[config.mk]
export PLATFORM = sky130hd
export DESIGN_NAME = cmsdk_mcu_mtx4x2_output_arb_flat
export DESIGN_NICKNAME = d
export VERILOG_FILES = /design/src/rtl/cmsdk_mcu_mtx4x2_output_arb_if.sv /design/src/rtl/cmsdk_mcu_mtx4x2_output_arb.sv /design/src/flat_wrapper.sv
export SDC_FILE = /design/constraint.sdc
export NUM_CORES = 1
export LEC_CHECK = 0
export ABC_AREA = 1
export ABC_CLOCK_PERIOD_IN_PS = 3600
export CAP_MARGIN = 20
export CORE_MARGIN = 2
export CORE_UTILIZATION = 50
export DETAILED_ROUTE_END_ITERATION = 7
export PLACE_DENSITY_LB_ADDON = 0.12
export RECOVER_POWER = 50
export SLEW_MARGIN = 20
export SYNTH_ARGS = -nofsm -noshare
export SYNTH_HDL_FRONTEND = slang
export SYNTH_SLANG_ARGS = --single-unit
[constraint.sdc]
create_clock -name HCLK -period 3.6 [get_ports HCLK]
set_input_delay 0.54 -clock HCLK [delete_from_list [all_inputs] [get_ports HCLK]]
set_output_delay 0.54 -clock HCLK [all_outputs]
set_load 0.01 [all_outputs]
[src/rtl/cmsdk_mcu_mtx4x2_output_arb_if.sv]
// Output-stage arbiter bundle: request vector, granted-stage
// address-phase controls, and the registered grant result.
interface cmsdk_mcu_mtx4x2_output_arb_if;
  logic [3:0] req_port;
  logic       HREADYM;
  logic       HSELM;
  logic [1:0] HTRANSM;
  logic [2:0] HBURSTM;
  logic       HMASTLOCKM;
  logic [1:0] addr_in_port;
  logic       no_port;

  modport master (
    output req_port,
    output HREADYM,
    output HSELM,
    output HTRANSM,
    output HBURSTM,
    output HMASTLOCKM,
    input  addr_in_port,
    input  no_port
  );

  modport slave (
    input  req_port,
    input  HREADYM,
    input  HSELM,
    input  HTRANSM,
    input  HBURSTM,
    input  HMASTLOCKM,
    output addr_in_port,
    output no_port
  );
endinterface

[src/rtl/cmsdk_mcu_mtx4x2_output_arb.sv]
// Per-slave-port arbiter of the 4-input AHB matrix: picks the
// input stage owning the address phase, holding bursts and locks.
module cmsdk_mcu_mtx4x2_output_arb #(
  parameter bit ROUND_ROBIN = 1'b1
) (
  input logic HCLK,
  input logic HRESETn,
  cmsdk_mcu_mtx4x2_output_arb_if.slave bus
);

  localparam logic [1:0] TR_IDLE = 2'b00;
  localparam logic [1:0] TR_BUSY = 2'b01;
  localparam logic [1:0] TR_NSEQ = 2'b10;
  localparam logic [1:0] TR_SEQ  = 2'b11;
  localparam logic [2:0] BU_INCR = 3'b001;

  logic [1:0] addr_q;
  logic [1:0] addr_d;
  logic [1:0] last_q;
  logic [1:0] last_d;
  logic       no_q;
  logic       no_d;
  logic [4:0] cnt_q;
  logic [4:0] cnt_d;
  logic [4:0] burst_len;
  logic       accept;
  logic       incr_run;
  logic       lock_hold;
  logic       busy_hold;
  logic       hold;
  logic       found;
  logic [1:0] winner;
  logic [1:0] base;
  logic [1:0] idx;

  assign accept = bus.HSELM & bus.HREADYM;

  // Beats remaining after the first, by burst length class
  always_comb begin
    burst_len = 5'd0;
    case (bus.HBURSTM[2:1])
      2'b00:   burst_len = 5'd0;
      2'b01:   burst_len = 5'd3;
      2'b10:   burst_len = 5'd7;
      default: burst_len = 5'd15;
    endcase
  end

  // Beat counter tracking the granted stage's fixed-length burst
  always_comb begin
    cnt_d = cnt_q;
    if (accept) begin
      case (bus.HTRANSM)
        TR_NSEQ: cnt_d = burst_len;
        TR_SEQ:  if (cnt_q != 5'd0) cnt_d = cnt_q - 5'd1;
        TR_IDLE: cnt_d = 5'd0;
        default: cnt_d = cnt_q;
      endcase
    end
  end

  // Conditions that keep the current owner on the port
  always_comb begin
    incr_run  = accept
              & ((bus.HTRANSM == TR_NSEQ) | (bus.HTRANSM == TR_SEQ))
              & (bus.HBURSTM == BU_INCR)
              & bus.req_port[addr_q]
              & ~no_q;
    lock_hold = bus.HMASTLOCKM & bus.HSELM;
    busy_hold = (bus.HTRANSM == TR_BUSY) & (cnt_q != 5'd0);
    hold      = (cnt_d != 5'd0) | lock_hold | busy_hold | incr_run;
  end

  // Priority search: rotating after last winner, or fixed from 0
  always_comb begin
    found  = 1'b0;
    winner = 2'b00;
    idx    = 2'b00;
    base   = ROUND_ROBIN ? last_q + 2'd1 : 2'd0;
    for (int i = 0; i < 4; i++) begin
      idx = base + 2'(i);
      if (!found && bus.req_port[idx]) begin
        found  = 1'b1;
        winner = idx;
      end
    end
  end

  // Next grant: only re-arbitrate on a ready, unheld edge
  always_comb begin
    addr_d = addr_q;
    no_d   = no_q;
    last_d = last_q;
    if (bus.HREADYM && !hold) begin
      if (found) begin
        addr_d = winner;
        no_d   = 1'b0;
        last_d = winner;
      end else begin
        no_d   = 1'b1;
      end
    end
  end

  // Grant, pointer and beat-count registers
  always_ff @(posedge HCLK or negedge HRESETn) begin
    if (!HRESETn) begin
      addr_q <= 2'b00;
      no_q   <= 1'b1;
      last_q <= 2'b11;
      cnt_q  <= 5'd0;
    end else begin
      addr_q <= addr_d;
      no_q   <= no_d;
      last_q <= last_d;
      cnt_q  <= cnt_d;
    end
  end

  assign bus.addr_in_port = addr_q;
  assign bus.no_port      = no_q;

endmodule
[src/flat_wrapper.sv]
// flat-port wrapper written by rule: the top's interface ports become plain ports
module cmsdk_mcu_mtx4x2_output_arb_flat 
#(
  parameter bit ROUND_ROBIN = 1'b1
)
  (HCLK, HRESETn, bus_req_port, bus_HREADYM, bus_HSELM, bus_HTRANSM, bus_HBURSTM, bus_HMASTLOCKM, bus_addr_in_port, bus_no_port);
  cmsdk_mcu_mtx4x2_output_arb_if bus_i ();
  input logic HCLK;
  input logic HRESETn;
  input wire logic [$bits(bus_i.req_port)-1:0] bus_req_port;
  input wire logic [$bits(bus_i.HREADYM)-1:0] bus_HREADYM;
  input wire logic [$bits(bus_i.HSELM)-1:0] bus_HSELM;
  input wire logic [$bits(bus_i.HTRANSM)-1:0] bus_HTRANSM;
  input wire logic [$bits(bus_i.HBURSTM)-1:0] bus_HBURSTM;
  input wire logic [$bits(bus_i.HMASTLOCKM)-1:0] bus_HMASTLOCKM;
  output wire logic [$bits(bus_i.addr_in_port)-1:0] bus_addr_in_port;
  output wire logic [$bits(bus_i.no_port)-1:0] bus_no_port;
  assign bus_i.req_port = bus_req_port;
  assign bus_i.HREADYM = bus_HREADYM;
  assign bus_i.HSELM = bus_HSELM;
  assign bus_i.HTRANSM = bus_HTRANSM;
  assign bus_i.HBURSTM = bus_HBURSTM;
  assign bus_i.HMASTLOCKM = bus_HMASTLOCKM;
  assign bus_addr_in_port = bus_i.addr_in_port;
  assign bus_no_port = bus_i.no_port;
  cmsdk_mcu_mtx4x2_output_arb #(.ROUND_ROBIN(ROUND_ROBIN)) u_core (.HCLK(HCLK), .HRESETn(HRESETn), .bus(bus_i));
endmodule
; ---- Yosys cells after proc, flatten, opt, wreduce, memory -nomap -nowiden
; Index checks and enable logic that the tools add are counted.
[classes]
add_sub_neg = 5
n_lt_le_gt_ge = 5
n_eq_ne = 6
muxes = 23
n_bitwise = 12
n_reduce_logical = 13
[ops]
columns = op, count
row1 = 2-bit by 3-bit less-than comparator with 1-bit output (second input constant), 5
row2 = 5-bit one-hot mux with 3 select lines, 1
row3 = 4-bit one-hot mux with 3 select lines, 1
row4 = 1-bit binary-select mux with 2-bit select, 5
row5 = 1-bit two-way mux, 10
row6 = 5-bit two-way mux, 2
row7 = 5-bit nonzero test, 2
row8 = 2-bit two-way mux, 4
row9 = 1-bit bitwise AND, 7
row10 = 2-bit equality test (second input constant), 3
row11 = 5-bit by 1-bit subtractor with 5-bit output (second input constant), 1
row12 = 2-bit by 1-bit adder with 2-bit output (second input constant), 2
row13 = 2-bit adder (second input constant), 2
row14 = 2-bit by 1-bit equality test with 1-bit output (second input constant), 2
row15 = 1-bit logical AND, 4
row16 = 1-bit zero test, 4
row17 = 2-bit zero test, 2
row18 = 1-bit bitwise OR, 4
row19 = 3-bit by 1-bit equality test with 1-bit output (second input constant), 1
row20 = 2-bit AND reduction, 1
row21 = 1-bit inverter, 1
[totals]
reg_bits = 10
in_bits = 14
out_inout_bits = 3
elab_cells = 68

; ---- Depth between registers and ports, before layout
; Gate-level depths: netlist (run 1).
[depth]
depth_word = 14
mapped_depth = 13
mapped_depth_nobuf = 13

; ---- Worst setup path after synthesis (run 1)
; No wires, ideal clock.
[synth_timing]
path_kind = reg2reg
from = register u_core.cnt_q[0]
to = register u_core.addr_q[0] (netlist: u_core.bus.addr_in_port[0])
setup_ns = 0.119
arrival_ns = 1.493
required_ns = 3.481
setup_slack_ns = 1.988
stages_incl_launch_ff = 12
path_buffers = 0
period_less_slack_ns = 1.612
path_cell_list = dfrtp_1 -> inv_1 -> ha_1 -> nand3_2 -> a21oi_2 -> nand2_2 -> nor2_4 -> nand2_2 -> nor2_4 -> nand3_2 -> nand2_1 -> nand2_1
[synth_via]
elab_chain_cells = 11
elab_cells_between_ends = 13
cone_classes = 1 x add/sub / 3 x mux / 4 x bitwise / 5 x reduce/logical
[synth_lines]
columns = element, line_no
row1 = start: declaration, cmsdk_mcu_mtx4x2_output_arb.sv:23  ; logic [4:0] cnt_q;
row2 = start signal: assignment, cmsdk_mcu_mtx4x2_output_arb.sv:116  ; cnt_q <= cnt_d;
row3 = 5-bit by 1-bit subtractor with 5-bit output / 5-bit nonzero test (equally long branches), "cmsdk_mcu_mtx4x2_output_arb.sv:55, cmsdk_mcu_mtx4x2_output_arb.sv:70"
row4 = 5-bit two-way mux, cmsdk_mcu_mtx4x2_output_arb.sv:55  ; TR_SEQ: if (cnt_q != 5'd0) cnt_d = cnt_q - 5'd1;
row5 = 5-bit one-hot mux with 3 select lines, cmsdk_mcu_mtx4x2_output_arb.sv:53  ; case (bus.HTRANSM)
row6 = 5-bit two-way mux, cmsdk_mcu_mtx4x2_output_arb.sv:52  ; if (accept) begin
row7 = 5-bit nonzero test, cmsdk_mcu_mtx4x2_output_arb.sv:71  ; hold = (cnt_d != 5'd0) | lock_hold | busy_hold | incr_run;
row8 = 1-bit bitwise OR, cmsdk_mcu_mtx4x2_output_arb.sv:71
row9 = 1-bit bitwise OR (*) (2 in a row), cmsdk_mcu_mtx4x2_output_arb.sv:71
row10 = 1-bit zero test (*), cmsdk_mcu_mtx4x2_output_arb.sv:94  ; if (bus.HREADYM && !hold) begin
row11 = 1-bit logical AND (*), cmsdk_mcu_mtx4x2_output_arb.sv:94
row12 = 2-bit AND reduction (no line) (*), n/a
row13 = end signal: assignment, cmsdk_mcu_mtx4x2_output_arb.sv:113  ; addr_q <= addr_d;
row14 = end: declaration, cmsdk_mcu_mtx4x2_output_arb.sv:17  ; logic [1:0] addr_q;
; Mark *: on every way between the ends. The rest lies on a longest branch, timed or not.
; A chain may end at the register's enable or synchronous reset.

; ---- Final worst setup path (run 1)
[layout_timing]
from = input port bus_HTRANSM[1]
to = register u_core.addr_q[1] (netlist: u_core.bus.addr_in_port[1])
[layout_via]
elab_chain_cells = 10
elab_cells_between_ends = 19
cone_classes = 3 x eq/ne / 2 x mux / 9 x bitwise / 5 x reduce/logical
[layout_lines]
columns = element, line_no
row1 = start: declaration, flat_wrapper.sv:13  ; input wire logic [$bits(bus_i.HTRANSM)-1:0] bus_HTRANSM;
row2 = 2-bit equality test / 2-bit zero test (equally long branches), "cmsdk_mcu_mtx4x2_output_arb.sv:53, cmsdk_mcu_mtx4x2_output_arb.sv:65"
row3 = 5-bit one-hot mux with 3 select lines / 1-bit bitwise OR (equally long branches), "cmsdk_mcu_mtx4x2_output_arb.sv:53, cmsdk_mcu_mtx4x2_output_arb.sv:65"
row4 = 5-bit two-way mux / 1-bit bitwise AND (equally long branches), "cmsdk_mcu_mtx4x2_output_arb.sv:52, cmsdk_mcu_mtx4x2_output_arb.sv:65"
row5 = 5-bit nonzero test / 1-bit bitwise AND (equally long branches), "cmsdk_mcu_mtx4x2_output_arb.sv:71, cmsdk_mcu_mtx4x2_output_arb.sv:66"
row6 = 1-bit bitwise OR / 1-bit bitwise AND (equally long branches), "cmsdk_mcu_mtx4x2_output_arb.sv:71, cmsdk_mcu_mtx4x2_output_arb.sv:67"
row7 = 1-bit bitwise OR / 1-bit bitwise AND (equally long branches), "cmsdk_mcu_mtx4x2_output_arb.sv:71, cmsdk_mcu_mtx4x2_output_arb.sv:68"
row8 = 1-bit bitwise OR (*), cmsdk_mcu_mtx4x2_output_arb.sv:71
row9 = 1-bit zero test (*), cmsdk_mcu_mtx4x2_output_arb.sv:94
row10 = 1-bit logical AND (*), cmsdk_mcu_mtx4x2_output_arb.sv:94
row11 = 2-bit AND reduction (no line) (*), n/a
; Marked as above.

==> results of run 1 <==
==> layer usage <==
metal / part of all wire / vias to the layer above / GRT usage
li1: - / 559 / -
met1: 0.54 / 484 / 0.301
met3: 0.040 / 0 / 0.0179
met4: 0 / 0 / 0.0676
met5: 0 / - / 0
met2: 0.42 / 27 / 0.305
==> power breakdown <==
part	internal (W)	switching, W
clock network	0.0000612	0.0000344
logic	0.000179	0.000283
registers	0.000157	0.0000555
==> worst min-delay path, cell delays in order, from the launching register on <==
cell,delay (ps)
dfstp_2,380
nand2_1,60
o21ai_1,50
==> state kept, by name (all words and copies together) (netlist names) <==
signal and cells:
u_core.last_q 2, u_core.bus.no_port 1, u_core.cnt_q 5, u_core.bus.addr_in_port 2
==> Yosys cell counts (3+ instances only) <==
cell / count / area share
nand2_2: 12 / 0.069
nand4_1: 5 / 0.029
nor2_4: 5 / 0.052
nand3_1: 10 / 0.046
nand2_1: 65 / 0.22
a21oi_2: 3 / 0.024
dfrtp_1: 7 / 0.16
nand3_2: 3 / 0.028
dfstp_2: 3 / 0.073
nor2_1: 9 / 0.031
o21ai_1: 3 / 0.014
inv_1: 22 / 0.076
==> worst max path at each step <==
| stage | endpoint | from | cells after the start | slack (ps) |
|---|---|---|---|---|
| detailed placement | u_core.bus.addr_in_port[0] | bus_HTRANSM[0] | 13 | 1420 |
| CTS | u_core.bus.addr_in_port[1] | bus_HTRANSM[0] | 13 | 1690 |
| floorplan | u_core.bus.addr_in_port[0] | u_core.cnt_q[0] | 11 | 1990 |
| global route | u_core.bus.addr_in_port[0] | bus_HTRANSM[1] | 12 | 1490 |
| finish | u_core.bus.addr_in_port[1] | bus_HTRANSM[1] | 12 | 1620 |
| global placement | u_core.bus.addr_in_port[0] | bus_HTRANSM[0] | 13 | 1450 |
==> area by class of cell <==
cell class | count | area share
sequential | 10 | 0.194
clock buffer | 4 | 0.0278
timing repair buffer | 16 | 0.123
inverter | 26 | 0.0805
multi-input combinational | 130 | 0.549
tap | 27 | 0.0259
==> kinds of logic (layout without fill, tap and decap cells) <==
logic type,after synthesis,in the layout
AOI/OAI and AO/OA,12,12
buffers and inverters,27,46
and+or+nand+nor,117,117
DFF,10,10
adders and majority gates,1,1
==> stage by stage <==
step,hold WS [ps],total power (W),area (um2),instances,util
after global placement,476,0.000664,1270,209,0.634
after detailed placement,485,0.000672,1270,209,0.634
after floorplan,244,0.000564,1090,167,-
after global routing,530,0.000853,1310,213,0.653
after CTS,497,0.000775,1310,213,0.653
final,496,0.000770,1310,213,0.653
==> metrics.yaml, run 1 <==
fmax_mhz: 504
crit_required_ps: 3750
io_buffers: 16
syn_area_um2: 1090
cts_sinks: 10
synthFlopType: "dfrtp_1"
min_from: "u_core.bus.no_port"
yosysUniqueCellTypes: 25
fp-row-count: 16
rr_worst_depth: 11
synth_top_family_by_area: "simple AND/OR/NAND/NOR gates"
critPathLaunchType: "primary input"
ctsLongestPathBuffers: 2
timing.rr.start: "u_core.cnt_q[0]"
crit_family: "simple AND/OR/NAND/NOR gates"
cts_hold_buffers: 0
p_leak_nw: 0.669
finalSetupViolCount: 0
first_pass_iters: 4
crit_top_cell: "nand2_1"
rsz0062_at_grt: "false"
max_slew_margin: 0.716
yosysSeqAreaShare: 0.234
worstPathArrival_ps: 2130
place_congestion: 0.933
dieArea_um2: 2560
reg2reg_slack_ps: 1770
grt_pass1_vias: 970
antennaDiodeCount: 0
hold_class: "reg2reg"
layout_min_cycle_time_ps: 1980
synth_nets: 182
hold_violations: 0
holdPathEnd: "u_core.bus.no_port"
num_vias: 1070
ff_latch_area_um2: 254
critPathKind: "in2reg"
grt_start_max_net_pins: 11
synthSimpleGateAreaFrac: 0.575
avgViaCountPerCell: 5.02
avgSynthCellArea_um2: 6.51
cp_slowest_cell: "dlygate4sd3_1"
cp_max_fo: 7
die_w_um: 50.6
place_hpwl_um: 1840
ys_ff_latch: 10
insertion_delay_ps: 260
tns_ps: 0
status: "finished, final reports clean"
crit_buf_inv: 2
maxSlewViolCount: 0
grtUsageTotal: 0.202
final_common_cell: "nand2_1"
ant_nets: 0
synth_compound_area_frac: 0.0725
cts_made_buffers: 3
cp-end-kind: "flip-flop"
ys_warn_count: 0
setup_ws_ps: 1620
slowest_delay_ps: 630
multi_input_area_um2: 717
period_share: 0.551
wl_per_cell_um: 10.5
htree_levels: 1
drive_gt1_frac: 0.226
cts_tree: "built"
boundaryPins: 17
final.fill_count: 189
synth-xor-area-share: 0
cts_root_buffer: "clkbuf_4"
maxCapViolCount: 0
grt-ovfl-total: 0
cts.clk_slew.worst_paths_ps: 60
routed_wl_um: 2240
tightest_slew_ps: 424
synth-adder-area-share: 0.0115
post-cts-setup-buffers: 0
dp_slack_ps: 1420
grt_pass1_wl_um: 4040
regToRegEndpoint: "u_core.bus.addr_in_port[1]"
most-common-layout-cells: "65 x nand2_1, 22 x inv_1, 14 x clkdlybuf4s50_1, 12 x nand2_2, 10 x nand3_1"
synth_mux_area_frac: 0
ir_drop_uv: 491
area_growth_pct: 20.1
ys_async_sr_fraction: 1.00
synth_cells: 167
synth-edff-count: 0
hold-path-cell-count: 2
worstPathCellList: "dlygate4sd3_1 -> nor2_4 -> nor2_8 -> inv_4 -> nor2_1 -> nand2_1 -> nand2_2 -> nand2_2 -> nor2_4 -> nand3_2 -> nand2_1 -> nand2_1"
coreArea_um2: 2000
postCtsResizedCells: 0
nNetsFinal: 202
drc: 0
die_h_um: 50.6
antenna_found_initial: 0
start_util: 0.543
fin_skew_ps: 3.60
drt_iter0_markers: 25
power.density_nw_per_um2: 589
(Power assumes the default switching activity.)
==> inputs of run 2 (changes only) <==
--- a/config.mk
+++ b/config.mk
@@ -6,7 +6,7 @@
 export NUM_CORES = 1
 export LEC_CHECK = 0
 export ABC_AREA = 1
-export ABC_CLOCK_PERIOD_IN_PS = 3600
+export ABC_CLOCK_PERIOD_IN_PS = 2000
 export CAP_MARGIN = 20
 export CORE_MARGIN = 2
 export CORE_UTILIZATION = 50
==> constraint.sdc (replaced) <==
create_clock -name HCLK -period 2 [get_ports HCLK]
set_input_delay 0.3 -clock HCLK [delete_from_list [all_inputs] [get_ports HCLK]]
set_output_delay 0.3 -clock HCLK [all_outputs]
set_load 0.01 [all_outputs]
==> run 2 against run 1 <==
Non-clock buffer count unchanged; critical path depth fell by 1; design area up 0.19%; worst hold slack got worse by 83 ps; largest cell class unchanged.
==> metrics.yaml, run 2 (same netlist as run 1, synthesis figures left out) <==
cts.clk_slew.worst_paths_ps: 60
drc: 0
antennaDiodeCount: 0
timing.rr.start: "u_core.cnt_q[0]"
cp_max_fo: 6
regMostFlops: "u_core.cnt_q"
setup_ws_ps: 210
wl_per_cell_um: 10.5
status: "finished, final reports clean"
cts_made_buffers: 3
critPathKind: "reg2reg"
dp_slack_ps: 62.0
ctsLongestPathBuffers: 2
routed_wl_um: 2240
finalSetupViolCount: 0
fin_cells: 213
tns_ps: 0
grt_pass1_wl_um: 4180
area_growth_pct: 20.4
rr_worst_depth: 11
fmax_mhz: 559
grtUsageTotal: 0.210
die_h_um: 50.6
final.fill_count: 192
nNetsFinal: 202
rsz0062_at_grt: "false"
max_slew_margin: 0.716
crit_required_ps: 2150
cts_hold_buffers: 0
insertion_delay_ps: 260
cts_tree: "built"
grt_start_max_net_pins: 11
avgViaCountPerCell: 4.99
fin_skew_ps: 3.57
dieArea_um2: 2560
largest_reg_flops: 5
drt_iter0_markers: 25
final_common_cell: "nand2_1"
grt-ovfl-total: 0
cts_sinks: 10
fp-row-count: 16
place_hpwl_um: 1840
cts_root_buffer: "clkbuf_4"
first_pass_iters: 4
place_congestion: 0.933
coreArea_um2: 2000
most-common-layout-cells: "65 x nand2_1, 22 x inv_1, 15 x clkdlybuf4s50_1, 12 x nand2_2, 10 x nand3_1"
place_area_um2: 1270
num_vias: 1062
final_area_um2: 1310
place_inst: 209
grt_pass1_vias: 1005
worstPathArrival_ps: 1940
ir_drop_uv: 883
layout_min_cycle_time_ps: 1790
start_util: 0.543
drive_gt1_frac: 0.231
maxSlewViolCount: 0
hold_violations: 0
crit_start: "u_core.cnt_q[0]"
period_share: 0.895
p_leak_nw: 0.667
boundaryPins: 17
cp-end-kind: "flip-flop"
die_w_um: 50.6
critPathLaunchType: "flip-flop"
power.density_nw_per_um2: 1060
io_buffers: 16
htree_levels: 1
antenna_found_initial: 0
ant_nets: 0
maxCapViolCount: 0
hold_class: "in2async"
tightest_slew_ps: 425
==> run 2: cell count changes in the layout (fill, tap and decap cells not counted) <==
cell / before / now
dlygate4sd3_1: 2 / 1
clkdlybuf4s50_1: 14 / 15
ha_2: 0 / 1
ha_1: 1 / 0
==> run 2: path summary, 6_finish.rpt <==
| check | to | slack [ps] |
|---|---|---|
| max in group asynchronous | u_core.bus.no_port | 1260 |
| min reg2reg | u_core.bus.no_port | 500 |
| min | u_core.bus.addr_in_port[0] | 410 |
| max reg2reg | u_core.bus.addr_in_port[1] | 210 |
| max | u_core.bus.addr_in_port[1] | 210 |
| min in group HCLK | u_core.bus.no_port | 500 |
==> run 2: power by group <==
part | total, W | internal, W | switching (W)
sequential | 0.000382 | 0.000282 | 0.0000999
combinational | 0.000832 | 0.000324 | 0.000508
clock | 0.000172 | 0.000110 | 0.0000618
total | 0.00139 | 0.000717 | 0.000670
==> run 2: metal layers <==
metal,share of wire,global-route usage,vias to the layer above
met4,0,0.0676,0
li1,-,-,562
met1,0.54,0.314,472
met5,0,0,-
met2,0.41,0.316,28
met3,0.043,0.0179,0
==> run 2: stage by stage <==
step | hold WS [ps] | power [W] | utilization
finish | 413 | 0.00139 | 0.654
detailed placement | 485 | 0.00121 | 0.634
global route | 421 | 0.00155 | 0.654
floorplan | 4.41 | 0.00102 | -
global placement | 476 | 0.00120 | 0.634
CTS | 345 | 0.00140 | 0.653
==> run 2: cell type report <==
type / count / area (um2) / share of cell area
sequential: 10 / 254 / 0.194
timing repair buffer: 16 / 160 / 0.122
clock buffer: 4 / 36.3 / 0.0277
multi-input combinational: 130 / 719 / 0.550
tap: 27 / 33.8 / 0.0258
inverter: 26 / 105 / 0.0803
==> run 2: critical path: stages (launching register included) <==
cell and delay (ps):
dfrtp_1 410, inv_1 130, ha_2 240, nand3_2 150, a21oi_2 170, nand2_2 70, nor2_4 90, nand2_2 60
nor2_4 100, nand3_2 110, nand2_1 80, nand2_1 50
==> run 2: what timing repair did <==
action	in CTS	in global routing
endpoints found under the setup margin	0	1
gates resized for setup	0	1
setup buffers	0	0
hold endpoints to repair	0	0
